==> config.mk <==
export PLATFORM = sky130hd
export DESIGN_NAME = mul_iterative_32bit_flat
export DESIGN_NICKNAME = d
export VERILOG_FILES = /design/src/rtl/mul_iterative_32bit_pkg.sv /design/src/rtl/mul_iterative_32bit_if.sv /design/src/rtl/mul_iterative_32bit_sign_unit.sv /design/src/rtl/mul_iterative_32bit.sv /design/src/flat_wrapper.sv
export SDC_FILE = /design/constraint.sdc
export NUM_CORES = 1
export LEC_CHECK = 0
export ABC_AREA = 1
export CAP_MARGIN = 30
export CORE_ASPECT_RATIO = 0.5
export CORE_MARGIN = 3
export CORE_UTILIZATION = 50
export DETAILED_ROUTE_END_ITERATION = 7
export PLACE_DENSITY = 0.68
export SLEW_MARGIN = 20
export SYNTH_ARGS = -nofsm -noshare
export SYNTH_HDL_FRONTEND = slang
export SYNTH_SLANG_ARGS = --single-unit
export TNS_END_PERCENT = 10
==> constraint.sdc <==
create_clock -name clk -period 6.3 [get_ports clk]
set_input_delay 1.26 -clock clk [delete_from_list [all_inputs] [get_ports clk]]
set_output_delay 1.26 -clock clk [all_outputs]
set_load 0.1 [all_outputs]
==> src/rtl/mul_iterative_32bit_pkg.sv <==
// Shared types for the iterative RV32M multiplier: opcodes, FSM states and default width.
package mul_pkg;

    localparam int XLEN = 32;

    typedef enum logic [1:0] {
        MUL    = 2'b00,
        MULH   = 2'b01,
        MULHSU = 2'b10,
        MULHU  = 2'b11
    } mul_op_e;

    typedef enum logic [1:0] {
        IDLE,
        CALC,
        SIGN,
        DONE
    } mul_state_e;

endpackage

==> src/rtl/mul_iterative_32bit_if.sv <==
// Issue/result bus between the execute-stage pipeline (master) and the multiplier (slave).
interface mul_iterative_32bit_if #(
    parameter int XLEN = 32
);
    logic            start;
    logic [1:0]      mul_opcode;
    logic [XLEN-1:0] operand1;
    logic [XLEN-1:0] operand2;
    logic            busy;
    logic            done;
    logic [XLEN-1:0] result_mul;

    modport master (
        output start, mul_opcode, operand1, operand2,
        input  busy, done, result_mul
    );

    modport slave (
        input  start, mul_opcode, operand1, operand2,
        output busy, done, result_mul
    );
endinterface

==> src/rtl/mul_iterative_32bit_sign_unit.sv <==
// Combinational sign handling: operand magnitudes, result sign, and the final 64-bit
// conditional negation applied before the product slice is taken.
module mul_sign_unit #(
    parameter int XLEN = mul_pkg::XLEN
) (
    input  mul_pkg::mul_op_e   op,
    input  logic [XLEN-1:0]    operand1,
    input  logic [XLEN-1:0]    operand2,
    output logic [XLEN-1:0]    mag1,
    output logic [XLEN-1:0]    mag2,
    output logic               neg,
    input  logic               neg_en,
    input  logic [2*XLEN-1:0]  acc_in,
    output logic [2*XLEN-1:0]  acc_out
);
    import mul_pkg::*;

    logic sign1;
    logic sign2;

    // Unsigned operands contribute sign 0; the most negative value negates to itself,
    // which is exactly its unsigned magnitude.
    assign sign1   = (op != MULHU) && operand1[XLEN-1];
    assign sign2   = ((op == MUL) || (op == MULH)) && operand2[XLEN-1];
    assign mag1    = sign1 ? (~operand1 + XLEN'(1)) : operand1;
    assign mag2    = sign2 ? (~operand2 + XLEN'(1)) : operand2;
    assign neg     = sign1 ^ sign2;
    assign acc_out = neg_en ? (~acc_in + (2*XLEN)'(1)) : acc_in;

endmodule

==> src/rtl/mul_iterative_32bit.sv <==
// Shift-add multiplier for MUL/MULH/MULHSU/MULHU, one adder, up to 33 cycles per product.
// Define MUL_EARLY_EXIT_EN to leave CALC as soon as the remaining multiplier bits are zero.
module mul_iterative_32bit #(
    parameter int XLEN  = mul_pkg::XLEN,
    parameter int CNT_W = 6
) (
    input  logic                 clk,
    input  logic                 rst_n,
    mul_iterative_32bit_if.slave bus
);
    import mul_pkg::*;

    mul_state_e         state;
    mul_op_e            op_q;
    logic               neg_q;
    logic [2*XLEN-1:0]  mcand;
    logic [2*XLEN-1:0]  acc;
    logic [XLEN-1:0]    mplier;
    logic [CNT_W-1:0]   count;
    logic               busy_q;
    logic               done_q;
    logic [XLEN-1:0]    result_q;

    logic [XLEN-1:0]    mag1;
    logic [XLEN-1:0]    mag2;
    logic               neg_in;
    logic [2*XLEN-1:0]  acc_signed;
    logic               last_iter;

    mul_sign_unit #(.XLEN(XLEN)) u_sign (
        .op       (mul_op_e'(bus.mul_opcode)),
        .operand1 (bus.operand1),
        .operand2 (bus.operand2),
        .mag1     (mag1),
        .mag2     (mag2),
        .neg      (neg_in),
        .neg_en   (neg_q),
        .acc_in   (acc),
        .acc_out  (acc_signed)
    );

`ifdef MUL_EARLY_EXIT_EN
    assign last_iter = (count == CNT_W'(XLEN-1)) || (mplier[XLEN-1:1] == '0);
`else
    assign last_iter = (count == CNT_W'(XLEN-1));
`endif

    assign bus.busy       = busy_q;
    assign bus.done       = done_q;
    assign bus.result_mul = result_q;

    // FSM and datapath share one register block so busy/done/result stay glitch-free.
    always_ff @(posedge clk or negedge rst_n) begin
        if (!rst_n) begin
            state    <= IDLE;
            op_q     <= MUL;
            neg_q    <= 1'b0;
            mcand    <= '0;
            acc      <= '0;
            mplier   <= '0;
            count    <= '0;
            busy_q   <= 1'b0;
            done_q   <= 1'b0;
            result_q <= '0;
        end else begin
            case (state)
                IDLE: begin
                    if (bus.start) begin
                        op_q   <= mul_op_e'(bus.mul_opcode);
                        mcand  <= {{XLEN{1'b0}}, mag1};
                        mplier <= mag2;
                        acc    <= '0;
                        count  <= '0;
                        neg_q  <= neg_in;
                        busy_q <= 1'b1;
                        state  <= CALC;
                    end
                end
                CALC: begin
                    if (mplier[0]) begin
                        acc <= acc + mcand;
                    end
                    mcand  <= mcand << 1;
                    mplier <= mplier >> 1;
                    count  <= count + CNT_W'(1);
                    if (last_iter) begin
                        state <= SIGN;
                    end
                end
                SIGN: begin
                    acc      <= acc_signed;
                    result_q <= (op_q == MUL) ? acc_signed[XLEN-1:0] : acc_signed[2*XLEN-1:XLEN];
                    done_q   <= 1'b1;
                    state    <= DONE;
                end
                DONE: begin
                    done_q <= 1'b0;
                    busy_q <= 1'b0;
                    state  <= IDLE;
                end
                default: begin
                    state <= IDLE;
                end
            endcase
        end
    end

endmodule
==> src/flat_wrapper.sv <==
// flat-port wrapper written by rule: the top's interface ports become plain ports
module mul_iterative_32bit_flat import mul_pkg::*;
#(
    parameter int XLEN  = mul_pkg::XLEN,
    parameter int CNT_W = 6
)
  (clk, rst_n, bus_start, bus_mul_opcode, bus_operand1, bus_operand2, bus_busy, bus_done, bus_result_mul);
  mul_iterative_32bit_if #(.XLEN(XLEN)) bus_i ();
  input  logic clk;
  input  logic rst_n;
  input wire logic [$bits(bus_i.start)-1:0] bus_start;
  input wire logic [$bits(bus_i.mul_opcode)-1:0] bus_mul_opcode;
  input wire logic [$bits(bus_i.operand1)-1:0] bus_operand1;
  input wire logic [$bits(bus_i.operand2)-1:0] bus_operand2;
  output wire logic [$bits(bus_i.busy)-1:0] bus_busy;
  output wire logic [$bits(bus_i.done)-1:0] bus_done;
  output wire logic [$bits(bus_i.result_mul)-1:0] bus_result_mul;
  assign bus_i.start = bus_start;
  assign bus_i.mul_opcode = bus_mul_opcode;
  assign bus_i.operand1 = bus_operand1;
  assign bus_i.operand2 = bus_operand2;
  assign bus_busy = bus_i.busy;
  assign bus_done = bus_i.done;
  assign bus_result_mul = bus_i.result_mul;
  mul_iterative_32bit #(.XLEN(XLEN), .CNT_W(CNT_W)) u_core (.clk(clk), .rst_n(rst_n), .bus(bus_i));
endmodule
== Yosys cells after proc, flatten, opt, wreduce, memory -nomap -nowiden ==
Cells that the tools add are included.

* Add/subtract/negate cells: 5
* Equal/unequal tests: 9
* Multiplexer cells: 19
* Bitwise logic cells: 4
* Reductions and logical operators: 15

{| class="wikitable"
|+ Operators with widths
! kind !! count
|-
| 64-bit 2-to-1 mux || 4
|-
| 64-bit case mux with 3 select lines || 1
|-
| 32-bit 2-to-1 mux || 4
|-
| 64-bit case mux with 2 select lines || 1
|-
| 32-bit by 1-bit adder with 32-bit output, second input constant || 2
|-
| 64-bit by 1-bit adder with 64-bit output, second input constant || 1
|-
| 64-bit adder || 1
|-
| 32-bit inverter || 2
|-
| 64-bit inverter || 1
|-
| 32-bit case mux with 2 select lines || 1
|-
| 6-bit case mux with 2 select lines || 1
|-
| 2-bit case mux with 4 select lines || 1
|-
| 2-bit AND reduction || 4
|-
| 6-bit by 1-bit adder with 6-bit output, second input constant || 1
|-
| 6-bit by 5-bit equality test with 1-bit output, second input constant || 1
|-
| 2-bit logical NOT || 3
|-
| 6-bit 2-to-1 mux || 1
|-
| 2-bit nonzero test || 3
|-
| 2-bit by 1-bit equality test with 1-bit output, second input constant || 2
|-
| 2-bit equality test, second input constant || 2
|-
| 2-bit 2-to-1 mux || 2
|-
| 2-bit by 1-bit inequality test with 1-bit output, second input constant || 2
|-
| 2-bit inequality test, second input constant || 2
|-
| 1-bit case mux with 2 select lines || 2
|-
| other kinds (6) || 7
|}

* Flip-flop bits (word level): 205
* Bits of input ports: 69
* Output and inout port bits: 34
* Word-level logic and storage cells: 62

== Longest topological paths before layout ==
* Depth in word-level cells: 6
* Mapped depth: 16
* Depth with buffers taken out: 16

== Modules after synthesis ==
Synthesis repeated with hierarchy kept, for this count alone.

* Cell total of the unflattened synthesis: 3223
* Area, all modules: 19195.9 µm²

{| class="wikitable"
|+ Modules (own cells, without submodules)
! module !! times used !! cells an instance !! area an instance (µm²) !! seq. area each (µm²)
|-
| mul_iterative_32bit || 1 || 2354 || 14989.4 || 5129.9
|-
| mul_sign_unit || 1 || 869 || 4206.5 || 0.0
|}

== Worst setup path before layout ==
No wires, ideal clock.

* Path type: input -> register
* Start point: in bus_operand2[1]
* End point: reg u_core.mplier[16]
* Library setup time: 0.130 ns
* Arrival time: 2.378 ns
* Required time: 6.170 ns
* Setup slack: 3.792 ns
* Stages on the path: 10
* Path buffers: 0
* Cells stage by stage: inv_1 -> ha_1 -> nand3_1 -> nor2_1 -> nand3_1 -> nand2_1 -> nand2_1 -> xor2_1 -> o21ai_1 -> o21ai_0

* Longest elaborated chain between the ends: 5

{| class="wikitable"
|+ RTL lines
! element !! line !! source
|-
| from (decl) || flat_wrapper.sv:14 || <nowiki>input wire logic [$bits(bus_i.operand2)-1:0] bus_operand2;</nowiki>
|-
| 32-bit inverter || mul_iterative_32bit_sign_unit.sv:26 || <nowiki>assign mag2 = sign2 ? (~operand2 + XLEN'(1)) : operand2;</nowiki>
|-
| 32-bit by 1-bit adder with 32-bit output || mul_iterative_32bit_sign_unit.sv:26 ||
|-
| 32-bit 2-to-1 mux || mul_iterative_32bit_sign_unit.sv:26 ||
|-
| 32-bit 2-to-1 mux || mul_iterative_32bit.sv:68 || <nowiki>if (bus.start) begin</nowiki>
|-
| 32-bit case mux with 2 select lines || mul_iterative_32bit.sv:66 || <nowiki>case (state)</nowiki>
|-
| to (signal assigned) || mul_iterative_32bit.sv:71 || <nowiki>mplier <= mag2;</nowiki>
|-
| to (signal assigned) || mul_iterative_32bit.sv:84 || <nowiki>mplier <= mplier >> 1;</nowiki>
|-
| to (decl) || mul_iterative_32bit.sv:18 || <nowiki>logic [XLEN-1:0] mplier;</nowiki>
|}

No other way between the ends. The select of a mux whose other input is x is not followed.
A chain may end at the register's enable or synchronous reset.

== Worst setup path in the final report ==
* Start point: in bus_start
* End point: reg u_core.acc[17]

* Longest elaborated chain between the ends: 2

{| class="wikitable"
|+ RTL lines
! element !! line !! source
|-
| from (decl) || flat_wrapper.sv:11 || <nowiki>input wire logic [$bits(bus_i.start)-1:0] bus_start;</nowiki>
|-
| 2-bit inequality test (no line) || -- ||
|-
| 3-bit AND reduction (no line) || -- ||
|-
| to (signal assigned) || mul_iterative_32bit.sv:81 || <nowiki>acc <= acc + mcand;</nowiki>
|-
| to (signal assigned) || mul_iterative_32bit.sv:91 || <nowiki>acc <= acc_signed;</nowiki>
|-
| to (decl) || mul_iterative_32bit.sv:17 || <nowiki>logic [2*XLEN-1:0] acc;</nowiki>
|}

No other way between the ends.

==> results.md <==
- Status: finished, final reports clean
- Uppermost layer routed: met4
- DRT met1 WL: about 32,000 um
- Effective utilization at floorplan: 0.517
- Root Buffer Master: clkbuf_16
- Number of enable flip-flop cells after synthesis: 0
- Setup Skew: between 0.015 and 0.02 ns
- Overall via count from detail_route: around 21,000
- Tot GR Track Use: 0.348
- Top FF cell, synth: dfrtp_1
- Layout filler cell count: 3,750
- Area used by multi-input combinational logic: 11,500 um^2
- Number of max-cap violations: 0
- Worst Max-Slew Pin Slew: 1.00 ns
- Met3 WL post-DR: 7370 um
- Worst Setup End Kind: flip-flop
- Synthesized net count: 3,372
- # diodes: 0
- Internal cell power: 0.00474 W
- Final wirelength: slightly above 70,000 um
- Post-Route Hold Slack: 0.478 ns
- Static leakage: between 10 and 15 nW
- Longest Clk Path Bufs: 3
- Commonest non-fill, non-tap cell in the layout: nand2_1
- First DRT Iteration DRCs: 2,439
- Final setup TNS: 0 ns
- Wire length on met2: 30,900 um
- Synthesized instance count: 3,231
- Total standard cell area after synthesis: 19,000 um^2
- Post-synthesis cell type with the largest combined area: dfrtp_1
- Pin count of the biggest net entering global routing: roughly 110
- Remaining design rule violation count: 0
- Input/output buffers: 102
- Final Wtd Congestion: 1.02
- Power density relative to cell area: 532 nW/um^2
- Net switching component of the power: around 0.0065 W
- Inserted Clock Buffers: 24
- Setup crit start kind: input pin
- DR vias/cell: between 5 and 6
- CTS hold repair buffers: 0
- Height of the die: between 100 and 150 um
- 1st-pass router iterations: 6
- Net count, final: 3,431
- Std-Cell Core Area: approximately 37,000 um^2
- Sequential-to-total area share from yosys stat: 0.271
- Number of synthesized register bits: 205
- Antenna Nets Post-Route: 0
- RSZ-0062 raised after global routing: false
- Clock power share: 0.142
- Number of global-route vias before repair: 19,100
- Number of setup violations in the final report: 0
- Row count: 49
- Count of boundary I/O pins: 103
- Post-synthesis average cell area: 5.87 um^2
- Arrival time at the worst endpoint: between 4 and 5 ns
- Net switching fraction of the power: 0.580
- Max FO, Critical Path: 50
- Count of buffers added by post-CTS timing repair for setup: 0
- Detailed Place HPWL: between 50,000 and 60,000 um
- Level count of the clock H-tree: 1
- CTS tree: done
- Register Area: 5130 um^2
- Total clock sinks: a little over 200
- Clock-pin slew of the registers on the worst-case setup and hold paths: 0.07 ns
- Per-cell routed wire length: 18.8 um
- Commonest non-fill, non-tap cells in the layout: nand2_1, inv_1, nor2_1
- Final core utilization: 0.579
- Gates resized, CTS repair: 0
- Share of post-route cells with drive strength above 1: 0.0366
- Source-to-sink clock delay at the later pin of the worst-skew pair: 0.55 ns
- Floorplan die area: 40,400 um^2
- Final critical delay including setup and external delays: 3.77 ns
- Yosys warning count: 0
- Die Wd: about 280 um
- Synthesis-to-layout area growth: 12.0%
- Top cell type's share of synthesized area: 0.271
- Top cells by area, synth: dfrtp_1, nand2_1, inv_1
- Sequential share of power: 0.205
- Headroom to the max-slew limit: 0.330
- Worst ir drop on vdd: 0.360 mV
- Start-to-end type of the worst setup path: in -> reg
- Period utilization: 0.599
- Highest clock rate: roughly 270 MHz
- Hold Path Class: reg -> reg
- Count of final hold-check violations: 0
- Final Slew Violations: 0
- Initial antenna violation count: 0
- Data required time of the critical path: 6.72 ns
- Share of power burned in combinational logic: 0.653
- Count of different cell masters after synthesis: 51
- Asr flop ratio synth: 1.00
- Remaining Overflow, GRT: 0
- First-pass GRT wire length: roughly 110,000 um
[logic make-up (layout without fill, tap and decap cells)]
family,Yosys count,count (layout),share of synthesized area
DFF,205,205,0.271
and+or+nand+nor,1907,1907,0.418
AOI/OAI and AO/OA,398,398,0.119
buffers and inverters,605,682,0.123
adders and majority gates,72,72,0.0479
xor gates and xnor gates,44,44,0.0207
[metrics by stage]
| stage | instance area (um^2) | power [W] | setup WS, ns | cells |
|---|---|---|---|---|
| floorplan | 19000 | 0.00729 | 3.79 | 3231 |
| global placement | 20300 | 0.00940 | 2.15 | 3747 |
| detailed placement | 20300 | 0.00946 | 2.04 | 3747 |
| CTS | 21200 | 0.0111 | 2.60 | 3791 |
| global route | 21200 | 0.0120 | 2.26 | 3792 |
| finish | 21200 | 0.0113 | 2.53 | 3792 |
[cells in the mapped netlist (18+ instances only)]
cell type / count
ha_1: 71
nand3_1: 263
nor2_1: 332
inv_1: 508
nand4_1: 37
buf_2: 34
o211ai_1: 25
clkbuf_1: 33
dfrtp_1: 205
o22ai_1: 37
xor2_1: 34
nand2_1: 1171
o21ai_1: 21
o21ai_0: 140
o221ai_1: 20
a21oi_1: 130
nand3b_1: 18
nor3_1: 31
[critical path, cell delays in order]
cell and delay [ns]:
clkdlybuf4s50_1 0.41, nor2_1 0.26, inv_1 0.19, o211ai_4 0.10
buf_4 0.48, nor2_4 0.10, nand2_1 0.44, inv_2 0.50
a22oi_1 0.33, nand2_1 0.08
[layout make-up]
class / count / area share
multi-input combinational: 2421 / 0.542
sequential: 205 / 0.242
inverter: 524 / 0.0928
timing repair buffer: 114 / 0.0535
clock buffer: 36 / 0.0347
tap: 484 / 0.0285
clock inverter: 8 / 0.00672
[path summary, 6_finish.rpt]
kind	startpoint	end	slack [ns]	cells after the start
hold reg to reg	u_core.count[5]	u_core.count[5]	0.48	1
max in group asynchronous	rst_n	u_core.neg_q	4.39	2
hold / removal	u_core.count[5]	u_core.count[5]	0.48	1
min in group asynchronous	rst_n	u_core.bus.result_mul[28]	0.74	1
setup / recovery	bus_start	u_core.acc[17]	2.53	10
setup reg to reg	u_core.state[1]	u_core.acc[43]	2.55	14
[power by group through the flow]
stage	Clock (W)	Sequential [W]	Combinational [W]
6_report	0.00160	0.00232	0.00737
5_1_grt	0.00168	0.00235	0.00800
4_1_cts	0.00162	0.00230	0.00718
3_5_place_dp	0	0.00232	0.00715
3_3_place_gp	0	0.00231	0.00709
2_1_floorplan	0	0.00289	0.00440
[sequential cells by signal, summed over array words and instances (netlist names)]
register and flops:
u_core.bus.busy 1, u_core.neg_q 1, u_core.bus.result_mul 32, u_core.state 2, u_core.mplier 32, u_core.count 6, u_core.mcand 64, u_core.op_q 2
u_core.bus.done 1, u_core.acc 64
[metal layers]
layer | up-vias | GRT usage
met2 | 923 | 0.551
met5 | - | 0
met3 | 97 | 0.0836
met4 | 0 | 0.0701
met1 | 9684 | 0.488
li1 | 10300 | -
Note: power is estimated with default switching activity, not from simulation.
